## src/rtl/daio_rx_buffer_ctrl_if.sv

```systemverilog
// Host-side read and status bus of the DAIO receive buffer controller.
// The controller drives the slave modport; the host drives the master modport.
interface daio_rx_buffer_ctrl_if #(
  parameter int DATA_W = 20
);
  logic              host_req;
  logic [2:0]        host_addr;
  logic              status_clr;
  logic [DATA_W:0]   host_rdata;
  logic              host_ack;
  logic              irq;
  logic [2:0]        status;

  modport master (
    output host_req,
    output host_addr,
    output status_clr,
    input  host_rdata,
    input  host_ack,
    input  irq,
    input  status
  );

  modport slave (
    input  host_req,
    input  host_addr,
    input  status_clr,
    output host_rdata,
    output host_ack,
    output irq,
    output status
  );
endinterface

```

## src/rtl/daio_rx_buffer_ctrl.sv

```systemverilog
// DAIO receive buffer controller: captures A/B subframes into a bank, moves the bank to a host buffer.
// Optional feature macro: DAIO_RX_PARITY_CHECK_EN (stores parity flag and reports parity errors).
module daio_rx_buffer_ctrl #(
  parameter int DATA_W = 20,
  parameter int FRAMES = 4
) (
  input  logic              clock,
  input  logic              reset,
  input  logic              rx_enable,
  input  logic              load_A,
  input  logic              load_B,
  input  logic              load_buff,
  input  logic [DATA_W-1:0] shift_reg,
  input  logic              parity,
  input  logic [1:0]        frame_ofs,
  daio_rx_buffer_ctrl_if.slave host
);

  localparam int DEPTH = 2 * FRAMES;

  typedef logic [DATA_W:0] entry_t;

  typedef enum logic [1:0] {
    IDLE,
    ACK,
    WAIT
  } read_state_t;

  entry_t           bank   [DEPTH];
  entry_t           buffer [DEPTH];
  logic             prev_a;
  logic             prev_b;
  logic             prev_buff;
  logic [DEPTH-1:0] valid_mask;
  logic             buf_valid;
  logic [2:0]       status_q;
  read_state_t      state;
  logic [2:0]       addr_q;
  entry_t           rdata_q;
  logic             ack_q;

  logic             ev_a;
  logic             ev_b;
  logic             ev_buff;
  logic             cap_a;
  logic             cap_b;
  logic [2:0]       idx_a;
  logic [2:0]       idx_b;
  logic             par_bit;
  entry_t           word;
  logic             par_hit;
  logic             release_buf;
  logic             held;
  logic             do_transfer;
  logic [DEPTH-1:0] cap_bits;
  logic [DEPTH-1:0] mask_next;
  logic [2:0]       status_set;

`ifdef DAIO_RX_PARITY_CHECK_EN
  assign par_bit = parity;
`else
  logic unused_parity;
  assign unused_parity = parity;
  assign par_bit       = 1'b0;
`endif

  assign ev_a    = load_A & ~prev_a;
  assign ev_b    = load_B & ~prev_b;
  assign ev_buff = load_buff & ~prev_buff;
  assign cap_a   = ev_a & rx_enable;
  assign cap_b   = ev_b & rx_enable;
  assign idx_a   = {frame_ofs, 1'b0};
  assign idx_b   = {frame_ofs, 1'b1};
  assign word    = {par_bit, shift_reg};
  assign par_hit = (cap_a | cap_b) & par_bit;

  // A release ack in the same cycle as a transfer frees the buffer first.
  assign release_buf = (state == ACK) && (addr_q == 3'd7) && buf_valid;
  assign held        = buf_valid & ~release_buf;
  assign do_transfer = ev_buff & ~held;

  always_comb begin
    cap_bits = '0;
    if (cap_a) cap_bits[idx_a] = 1'b1;
    if (cap_b) cap_bits[idx_b] = 1'b1;
  end

  // Captures landing with a transfer count toward the next buffer's mask.
  always_comb begin
    mask_next = '0;
    if (rx_enable) begin
      mask_next = (ev_buff ? '0 : valid_mask) | cap_bits;
    end
  end

  always_comb begin
    status_set    = 3'b000;
    status_set[0] = ev_buff & held;
    status_set[1] = par_hit;
    status_set[2] = ev_buff & (valid_mask != '1);
  end

  always_ff @(posedge clock) begin
    if (reset) begin
      prev_a     <= 1'b0;
      prev_b     <= 1'b0;
      prev_buff  <= 1'b0;
      valid_mask <= '0;
      for (int i = 0; i < DEPTH; i++) begin
        bank[i] <= '0;
      end
    end else begin
      prev_a     <= load_A;
      prev_b     <= load_B;
      prev_buff  <= load_buff;
      valid_mask <= mask_next;
      if (cap_a) bank[idx_a] <= word;
      if (cap_b) bank[idx_b] <= word;
    end
  end

  // Sticky status: a set condition overrides a simultaneous clear.
  always_ff @(posedge clock) begin
    if (reset) begin
      buf_valid <= 1'b0;
      status_q  <= 3'b000;
      for (int i = 0; i < DEPTH; i++) begin
        buffer[i] <= '0;
      end
    end else begin
      if (do_transfer) begin
        buf_valid <= 1'b1;
        for (int i = 0; i < DEPTH; i++) begin
          buffer[i] <= bank[i];
        end
      end else if (release_buf) begin
        buf_valid <= 1'b0;
      end
      status_q <= (status_q & ~{3{host.status_clr}}) | status_set;
    end
  end

  always_ff @(posedge clock) begin
    if (reset) begin
      state   <= IDLE;
      addr_q  <= 3'd0;
      rdata_q <= '0;
      ack_q   <= 1'b0;
    end else begin
      case (state)
        IDLE: begin
          ack_q <= 1'b0;
          if (host.host_req) begin
            addr_q  <= host.host_addr;
            rdata_q <= buffer[host.host_addr];
            ack_q   <= 1'b1;
            state   <= ACK;
          end
        end
        ACK: begin
          ack_q <= 1'b0;
          state <= WAIT;
        end
        WAIT: begin
          ack_q <= 1'b0;
          if (!host.host_req) state <= IDLE;
        end
        default: begin
          ack_q <= 1'b0;
          state <= IDLE;
        end
      endcase
    end
  end

  assign host.host_rdata = rdata_q;
  assign host.host_ack   = ack_q;
  assign host.irq        = buf_valid;
  assign host.status     = status_q;

endmodule

```

## src/flat_wrapper.sv

```systemverilog
// flat-port wrapper written by rule: the top's interface ports become plain ports
module daio_rx_buffer_ctrl_flat 
#(
  parameter int DATA_W = 20,
  parameter int FRAMES = 4
)
  (clock, reset, rx_enable, load_A, load_B, load_buff, shift_reg, parity, frame_ofs, host_host_req, host_host_addr, host_status_clr, host_host_rdata, host_host_ack, host_irq, host_status);
  daio_rx_buffer_ctrl_if #(.DATA_W(DATA_W)) host_i ();
  input  logic clock;
  input  logic reset;
  input  logic rx_enable;
  input  logic load_A;
  input  logic load_B;
  input  logic load_buff;
  input  logic [DATA_W-1:0] shift_reg;
  input  logic parity;
  input  logic [1:0] frame_ofs;
  input wire logic [$bits(host_i.host_req)-1:0] host_host_req;
  input wire logic [$bits(host_i.host_addr)-1:0] host_host_addr;
  input wire logic [$bits(host_i.status_clr)-1:0] host_status_clr;
  output wire logic [$bits(host_i.host_rdata)-1:0] host_host_rdata;
  output wire logic [$bits(host_i.host_ack)-1:0] host_host_ack;
  output wire logic [$bits(host_i.irq)-1:0] host_irq;
  output wire logic [$bits(host_i.status)-1:0] host_status;
  assign host_i.host_req = host_host_req;
  assign host_i.host_addr = host_host_addr;
  assign host_i.status_clr = host_status_clr;
  assign host_host_rdata = host_i.host_rdata;
  assign host_host_ack = host_i.host_ack;
  assign host_irq = host_i.irq;
  assign host_status = host_i.status;
  daio_rx_buffer_ctrl #(.DATA_W(DATA_W), .FRAMES(FRAMES)) u_core (.clock(clock), .reset(reset), .rx_enable(rx_enable), .load_A(load_A), .load_B(load_B), .load_buff(load_buff), .shift_reg(shift_reg), .parity(parity), .frame_ofs(frame_ofs), .host(host_i));
endmodule
```

## config.mk

```make
export PLATFORM = sky130hd
export DESIGN_NAME = daio_rx_buffer_ctrl_flat
export DESIGN_NICKNAME = d
export VERILOG_FILES = /design/src/rtl/daio_rx_buffer_ctrl_if.sv /design/src/rtl/daio_rx_buffer_ctrl.sv /design/src/flat_wrapper.sv
export SDC_FILE = /design/constraint.sdc
export NUM_CORES = 1
export LEC_CHECK = 0
export CAP_MARGIN = 0
export CELL_PAD_IN_SITES_DETAIL_PLACEMENT = 0
export CELL_PAD_IN_SITES_GLOBAL_PLACEMENT = 1
export CORE_UTILIZATION = 52
export CTS_BUF_LIST = sky130_fd_sc_hd__clkbuf_4
export DETAILED_ROUTE_END_ITERATION = 8
export GPL_ROUTABILITY_DRIVEN = 0
export GPL_TIMING_DRIVEN = 1
export HOLD_SLACK_MARGIN = 0.08
export PLACE_DENSITY_LB_ADDON = 0.1
export SYNTH_ARGS = -nofsm -noshare
export SYNTH_HDL_FRONTEND = slang
export SYNTH_SLANG_ARGS = --single-unit
```

## constraint.sdc

```tcl
create_clock -name clock -period 13.09 [get_ports clock]
set_input_delay 3.927 -clock clock [delete_from_list [all_inputs] [get_ports clock]]
set_output_delay 3.927 -clock clock [all_outputs]
set_load 0.05 [all_outputs]
```

# After elaboration in Yosys (flattened, before gate mapping)
# Memory sizes are Yosys's and may differ from the RTL's. A register that Yosys moved wholly into a read port is not among the register bits.
# Index checks and enable logic that the tools add are counted.
# word_totals
ramBits	328
regBits	21
memories	2
wordCells	100
# memory_table
name	words	width	rd	rd_clocked_by_memory_dff	write_ports	line	rtl
u_core.buffer	8	21	1	1	8	daio_rx_buffer_ctrl.sv:30	entry_t buffer [DEPTH];
u_core.bank	8	20	8	0	8	daio_rx_buffer_ctrl.sv:29	entry_t bank [DEPTH];
# op_classes
bitwise_logic	29
mux	38
n_reduce_logical	12
n_eq_ne	6
order_cmp	4
# op_table
cell	n
2-to-1 mux 21 bit	8
2-to-1 mux 20 bit	2
OR reduction 20 bit	2
2-to-1 mux 1 bit	18
2-to-1 mux 8 bit	2
bitwise OR 8 bit	2
bitwise AND 1 bit	9
< comparator 3 x 4 -> 1 bit, second input constant	2
inequality test 8 bit, second input constant	1
bitwise OR 1 bit	8
2-to-1 mux 7 bit	1
inverter 1 bit	7
>= comparator 3 x 1 -> 1 bit, second input constant	2
2-to-1 mux 3 bit	2
case mux 2 bit (3 select lines)	1
demux 1 bit (select 2 bit)	2
logical AND 1 bit	4
2-to-1 mux 2 bit	2
inequality test 2 bit, second input constant	2
AND reduction 2 bit	2
OR reduction 2 bit	2
bitwise AND 3 bit	1
equality test 3 bit, second input constant	1
inverter 3 bit	1
other kinds (5)	5

# Depth between registers and ports, before layout
# Gate-level depths: netlist (run 1).
# logic_depth
word_depth	11
mapped_depth	6
mapped_depth_nobuf	4

# Worst setup path after synthesis (run 1)
# OpenSTA, ideal clock, no wires.
# synth_path
path_type	in2reg
startpoint	in load_buff
endpoint	mem u_core.buffer[0][0] in the netlist's numbering (enable)
cell_stages	3
arrival_time_ps	11556
setup_slack_ps	821
required_ps	12377
path_cell_list	nand2b_1 clkbuf_1 o21bai_1
# synth_rtl
element	line	rtl
from (decl)	flat_wrapper.sv:14	input logic load_buff;
to (decl)	daio_rx_buffer_ctrl.sv:30	

==> results of run 1 <==
[worst max-delay path: stages]
cell,delay [ns]
buf_4,0.40
buf_4,0.84
o21bai_4,0.60
buf_4,0.91
[path summary, 6_finish.rpt]
check                                  end  slack [ns]                    startpoint
max          u_core.buffer[7][5]$_DFFE_PP_        6.58                         reset
min             u_core.bank[3][20]$_DFF_P_        0.45    u_core.bank[3][20]$_DFF_P_
max reg2reg  u_core.buffer[7][5]$_DFFE_PP_        9.92  u_core.state[1]$_SDFFE_PP0P_
min reg2reg     u_core.bank[3][20]$_DFF_P_        0.45    u_core.bank[3][20]$_DFF_P_
[cell type report]
class | count | share of cell area
diodes | 5 | 0.000754
inverters | 1 | 0.000226
clock inverters | 31 | 0.0103
flip-flops and latches | 361 | 0.605
well taps | 372 | 0.0281
clock buffers | 140 | 0.0634
repair buffers | 73 | 0.0413
multi-input cells | 667 | 0.251
[flip-flops by register name, summed over array words and instances, names as in the netlist]
name,flops
u_core.host.host_rdata,20
u_core.prev_a,1
u_core.host.status,3
u_core.bank,160
u_core.prev_b,1
u_core.prev_buff,1
u_core.host.irq,1
u_core.state,2
u_core.addr_q,3
u_core.buffer,160
u_core.host.host_ack,1
u_core.valid_mask,8
[cells by family (layout without fill, tap and decap cells)]
group,after synthesis,count (layout),synth area share
multiplexers,80,80,0.0554
buffers and inverters,72,245,0.0218
AO/OA/AOI/OAI,117,117,0.0479
other,1,6,0.000260
AND/OR/NAND/NOR,469,469,0.180
flip-flops,361,361,0.694
[layout by cell type (no fill, tap or decap), types with 24 or more instances in the layout]
cell / Yosys / final
nand2_1: 92 / 92
nor2b_1: 47 / 45
edfxtp_1: 280 / 280
a21oi_1: 74 / 74
clkdlybuf4s50_1: 0 / 55
and2_1: 241 / 241
a22oi_1: 40 / 40
mux2i_1: 80 / 80
dfxtp_1: 81 / 81
nor2_1: 40 / 36
clkbuf_4: 0 / 140
clkinv_1: 0 / 24
[power by group]
group / switching, uW / internal [uW]
combinational: 125 / 57.4
sequential: 15.2 / 1290
clock: 439 / 528
total: 580 / 1880
[metrics by stage]
stage	setup WS, ns	util	cell area, sq um
3_5_place_dp	5.91	0.566	15300
2_1_floorplan	0.821	-	14400
3_3_place_gp	5.94	0.566	15300
4_1_cts	6.64	0.611	16600
6_report	6.58	0.612	16600
5_1_grt	6.37	0.612	16600
[metal layers]
layer	track usage	vias to the layer above	wire length, um
li1	-	4123	-
met1	0.315	4180	14500
met2	0.364	248	14500
met3	0.0526	52	2230
met4	0.0945	0	652
met5	0	-	0
==> results.ini, run 1 <==
[setup_path]
worst_ep_required_time_ns=13.37
crit_path_max_fanout=85
cp-end-kind=flip-flop
crit_type=in2reg
arrival_ns=6.80
start_kind=primary input
rr_worst_depth=4

[clock_tree]
ctsRootBufferMaster=clkbuf_4
cts_tree=done
clock_latency_ns=0.69
cts_resized=0
post_cts_buffers=0
cts_hold_buf=0
clk_pin_slew_ns=0.06
cts.sinks=361
cts_buffers=92
clk_path_buf_depth=3
cts_max_level=3

[timing]
setup_tns_ns=0
fmax_mhz=153
finalSetupViolCount=0
worst_pin_slew_ns=1.18
fin_crit_sh=0.498
skew_ns=0.0364
hold_viol_final=0
fin_crit_ns=6.51
timing.hold.ws_ns=0.449
slew_viol_final=0
rsz0062_at_grt=false
max-slew-margin-rel=0.212

[synth]
syn_avg_cell_area_sq_um=13.1
synthTopCellsByArea=edfxtp_1 (58%), dfxtp_1 (11%), and2_1 (10%), mux2i_1 (5.5%), a21oi_1 (2.6%)
yosys_warnings=0
synthesis.nets=1134
synth_edf_count=280
yosys.area.top_type=edfxtp_1
synth_flop_cell=edfxtp_1
synth.most_common_cell=edfxtp_1
synth_seq_cells=361
synth.top_cell.area_share=0.582
synthTopCellsByCount=edfxtp_1 (280), and2_1 (241), nand2_1 (92), dfxtp_1 (81), mux2i_1 (80)
async_flop_share=0
syn_area_sq_mm=0.0144
synth_cell_types=28
yosysSeqAreaShare=0.694
postSynthCellCount=1100

[floorplanning]
initial_core_util=0.533
fp.coreArea_sq_mm=0.0271
row_count=60
num_io_pins=60
fp.dieW_um=169
die_height_um=169
dieArea_sq_mm=0.0284

[layout]
final_nets=1230
multi_input_area_sq_mm=0.00417
final_cells=1650
area_growth_pct=14.8
regArea_sq_mm=0.0100
fillers=2171
drive_gt1_frac=0.145

[drt]
vias=8603
routedWlPerCell_um=19.3
antenna_left=0
route.detailed.drc=0
first_pass_iters=5
drt-initial-drc-count=522
viasPerCell=5.21
routed_wl_um=31900

[power_and_ir_drop]
p_leak_uw=0.00636
power_uw=2460
ir_worst_vdd_uv=73.1
p_per_area_mw_per_mm2=148

[worst_hold_path]
hold_depth=2
hold_class=reg2reg

[placement]
portBuffers=57
dp.cells=1474
hpwl_um=16500

[grt]
grt_first_pass_wirelength_um=47700
antenna_found_initial=4
grt_pass1_vias=8385
grt_max_degree=91
gr-total-overflow=0
grt_use_total=0.232

[job]
maxCapViolCount=0

[status]
status=finished, final reports clean

Power figures use the tool's default switching activity.
==> run 2, diff against run 1 <==
--- a/config.mk
+++ b/config.mk
@@ -8,7 +8,7 @@
 export CAP_MARGIN = 0
 export CELL_PAD_IN_SITES_DETAIL_PLACEMENT = 0
 export CELL_PAD_IN_SITES_GLOBAL_PLACEMENT = 1
-export CORE_UTILIZATION = 52
+export CORE_UTILIZATION = 47
 export CTS_BUF_LIST = sky130_fd_sc_hd__clkbuf_4
 export DETAILED_ROUTE_END_ITERATION = 8
 export GPL_ROUTABILITY_DRIVEN = 0
==> constraint.sdc (replaced) <==
create_clock -name clock -period 5.7 [get_ports clock]
set_input_delay 1.71 -clock clock [delete_from_list [all_inputs] [get_ports clock]]
set_output_delay 1.71 -clock clock [all_outputs]
set_load 0.05 [all_outputs]
==> results.ini, run 2 (synthesis results as in run 1) <==
[drt]
route.detailed.drc=0
routed_wl_um=32200
antenna_left=0
vias=8370
viasPerCell=5.01
drt-initial-drc-count=521
routedWlPerCell_um=19.3
first_pass_iters=4

[layout]
final_cell_mix=edfxtp_1 (280), and2_1 (241), clkbuf_4 (156)
fillers=2530
drive_gt1_frac=0.159
area_growth_pct=15.6
final_common_cell=edfxtp_1
final_nets=1233
stdcell_area_sq_mm=0.0167
final_util=0.557

[timing]
setup_ws_ns=2.00
rsz0062_at_grt=false
fmax_mhz=270
skew_ns=0.0359
worst_pin_slew_ns=1.05
fin_crit_ns=3.70
finalSetupViolCount=0
timing.hold.ws_ns=0.450
max-slew-margin-rel=0.299
hold_viol_final=0
fin_crit_sh=0.649
slew_viol_final=0
setup_tns_ns=0

[setup_path]
cp_slowest_cell=clkdlybuf4s50_1
critPathMaxStageDelay_ns=0.85
cp-end-kind=output port
start_kind=flip-flop
crit_path_max_fanout=2
crit_chain=clkdlybuf4s50_1
arrival_ns=1.99
crit_type=reg2out
path_buf_inv=1
rrSetupSlack_ns=3.23
worst_ep_required_time_ns=3.99
path_delay_family=buffers and inverters

[grt]
gr-total-overflow=0
grt_max_degree=141
grt_use_total=0.215
grt_pass1_vias=8113
antenna_found_initial=7
grt_first_pass_wirelength_um=48300

[floorplanning]
row_count=63
fp.coreArea_sq_mm=0.0300
die_height_um=177
initial_core_util=0.482
num_io_pins=60
dieArea_sq_mm=0.0314
fp.dieW_um=177

[power_and_ir_drop]
p_leak_uw=0.00642
p_per_area_mw_per_mm2=344
ir_worst_vdd_uv=154

[clock_tree]
cts_hold_buf=0
cts_tree=done
ctsRootBufferMaster=clkbuf_4
cts_max_level=3
cts_buffers=93
clock_latency_ns=0.71
clk_pin_slew_ns=0.07
cts_resized=0
cts.sinks=361
clk_path_buf_depth=3
post_cts_buffers=0

[placement]
place_ws_ns=1.60
hpwl_um=16900
portBuffers=57
placed_area_sq_mm=0.0154

[job]
maxCapViolCount=0

[worst_hold_path]
hold_class=reg2reg

[status]
status=finished, final reports clean

## run 2: routing by layer
layer / up-vias / track usage / share of wire
met2: 229 / 0.329 / 0.45
met4: 2 / 0.0691 / 0.017
met3: 45 / 0.0589 / 0.070
met1: 3984 / 0.296 / 0.46
li1: 4110 / - / -
met5: - / 0 / 0.00040
## run 2: where the power goes
part / internal [uW] / switching (uW)
clock network: 1320 / 999
registers: 2970 / 37.9
logic: 134 / 285
total: 4420 / 1320
## run 2: per-stage QoR
stage               cells  power [uW]
finish               1670        5740
global route         1667        6000
CTS                  1664        5820
detailed placement   1494        3490
global placement     1494        3480
floorplan            1100        3320
## run 2: path summary, 6_finish.rpt
path,cells past startpoint,to,start
max,1,host_host_rdata[10],u_core.host.host_rdata[10]$_SDFFE_PP0P_
max reg2reg,5,u_core.buffer[5][1]$_SDFFCE_PN0P_,u_core.state[1]$_SDFFE_PP0P_
min,2,u_core.bank[3][28]$_DFF_P_,u_core.bank[3][28]$_DFF_P_
min reg2reg,2,u_core.bank[3][28]$_DFF_P_,u_core.bank[3][28]$_DFF_P_
## run 2: area by class of cell
| type | instances | area, sq um | share of cell area |
|---|---|---|---|
| inverter | 1 | 3.75 | 0.000225 |
| clock inverter | 14 | 110 | 0.00660 |
| tap | 390 | 488 | 0.0292 |
| antenna | 6 | 15.0 | 0.000899 |
| multi-input combinational | 667 | 4150 | 0.249 |
| sequential | 361 | 10000 | 0.601 |
| timing repair buffer | 75 | 726 | 0.0435 |
| clock buffer | 156 | 1170 | 0.0702 |
==> run 3, diff against run 2 <==
==> constraint.sdc (replaced) <==
create_clock -name clock -period 3.1 [get_ports clock]
set_input_delay 0.93 -clock clock [delete_from_list [all_inputs] [get_ports clock]]
set_output_delay 0.93 -clock clock [all_outputs]
set_load 0.05 [all_outputs]
==> results.ini, run 3 (synthesis results as in run 1) <==
[layout]
final_util=0.571
final_nets=1255
area_growth_pct=18.3
final_cells=1695
final_cell_mix=edfxtp_1 (280), and2_1 (241), clkbuf_4 (149)
final_common_cell=edfxtp_1
drive_gt1_frac=0.164

[power_and_ir_drop]
power_uw=10600
clkPwrFrac=0.401
p_per_area_mw_per_mm2=622
p_leak_uw=0.00660
swShare=0.237
p_switching_uw=2520
ir_worst_vdd_uv=336
intPower_uw=8120
p_comb_frac=0.079
seqPwrFrac=0.520

[floorplanning]
initial_core_util=0.482
fp.coreArea_sq_mm=0.0300
row_count=63
fp.dieW_um=177
dieArea_sq_mm=0.0314
die_height_um=177
num_io_pins=60

[clock_tree]
cts_max_level=3
post_cts_buffers=0
clock_latency_ns=0.72
cts_resized=0
cts_hold_buf=0
cts.sinks=361
clk_path_buf_depth=3
clk_pin_slew_ns=0.06
cts_tree=done
cts_buffers=95
ctsRootBufferMaster=clkbuf_4

[setup_path]
rr_worst_depth=4
start_kind=flip-flop
r2r-start=u_core.state[1]$_SDFFE_PP0P_
cp_slowest_cell=clkdlybuf4s50_1
path_buf_inv=1
r2r-end=u_core.buffer[7][2]$_DFFE_PP_
path_delay_family=buffers and inverters
crit_type=reg2out
arrival_ns=1.99
crit_chain=clkdlybuf4s50_1
worst_ep_required_time_ns=2.17
cp-end-kind=output port
crit_path_max_fanout=2
rrSetupSlack_ns=0.97
critPathMaxStageDelay_ns=0.84

[timing]
hold_viol_final=0
skew_ns=0.0573
fin_crit_sh=0.943
setup_ws_ns=0.178
fin_crit_ns=2.92
rsz0062_at_grt=false
slew_viol_final=0
finalSetupViolCount=0
fmax_mhz=342
timing.hold.ws_ns=0.449
worst_pin_slew_ns=0.724
max-slew-margin-rel=0.517

[drt]
drt-initial-drc-count=508
routedWlPerCell_um=19.6
routed_wl_um=33200
vias=8682
antenna_left=0
first_pass_iters=5
route.detailed.drc=0
viasPerCell=5.12

[job]
maxCapViolCount=0

[grt]
antenna_found_initial=5
grt_max_degree=77
grt_first_pass_wirelength_um=49900
gr-total-overflow=0
grt_pass1_vias=8619
grt_use_total=0.221

[status]
status=finished, final reports clean

[placement]
hpwl_um=18200
dp.cells=1514
portBuffers=57
place_ws_ns=0.348

[worst_hold_path]
whs_endpoint=u_core.bank[3][37]$_DFF_P_
hold_depth=2
hold_start=u_core.bank[3][37]$_DFF_P_
hold_class=reg2reg

run 3: changes by cell type in the layout (fill, tap and decap cells not counted), sizes merged:
cell,change
buf,+20
clkinv,+14
clkbuf,-7
diode,-3
inv,+1
run 3: power by group through the flow:
stage | logic [uW] | clock network (uW) | registers [uW]
4_1_cts | 846 | 4390 | 5530
6_report | 836 | 4270 | 5530
2_1_floorplan | 383 | 0 | 5730
3_5_place_dp | 844 | 0 | 5640
3_3_place_gp | 833 | 0 | 5630
5_1_grt | 901 | 4630 | 5550
run 3: metrics by stage:
step / cell area [sq um] / setup TNS, ns
after global placement: 15800 / 0
after floorplan: 14500 / -137.62
final: 17100 / 0
after global routing: 17100 / 0
after CTS: 17100 / 0
after detailed placement: 15800 / 0
run 3: worst max path at each step:
stage / startpoint / to / slack, ns / depth (start not counted)
detailed placement: load_A / u_core.bank[0][12]$_SDFFCE_PN0P_ / 0.35 / 5
finish: u_core.host.host_rdata[10]$_SDFFE_PP0P_ / host_host_rdata[10] / 0.18 / 1
floorplan: load_buff / u_core.buffer[0][0]$_SDFFCE_PN0P_ / -0.86 / 3
global route: u_core.host.host_rdata[10]$_SDFFE_PP0P_ / host_host_rdata[10] / 0.09 / 1
global placement: rx_enable / u_core.bank[0][15]$_SDFFCE_PN0P_ / 0.36 / 5
CTS: u_core.host.host_rdata[10]$_SDFFE_PP0P_ / host_host_rdata[10] / 0.11 / 1
run 3: area by class of cell:
| class | count | area, sq um |
|---|---|---|
| well taps | 390 | 488 |
| diodes | 3 | 7.51 |
| fillers | 2529 | 12900 |
| clock buffers | 149 | 1120 |
| repair buffers | 95 | 1130 |
| flip-flops and latches | 361 | 10000 |
| clock inverters | 29 | 179 |
| inverters | 1 | 3.75 |
| multi-input cells | 667 | 4140 |
run 3: worst register-to-register path, cell delays in order, from the launching register on:
cell      delay, ns
dfxtp_1        0.33
nand2b_1       0.17
o31a_1         0.49
o21bai_4       0.53
buf_12         0.30
run 3: metal layers:
layer / vias to the layer above / share of wire / GRT usage
met5: - / 0.00069 / 0
met4: 4 / 0.019 / 0.0840
met3: 51 / 0.066 / 0.0480
met2: 239 / 0.45 / 0.343
met1: 4225 / 0.46 / 0.304
li1: 4163 / - / -
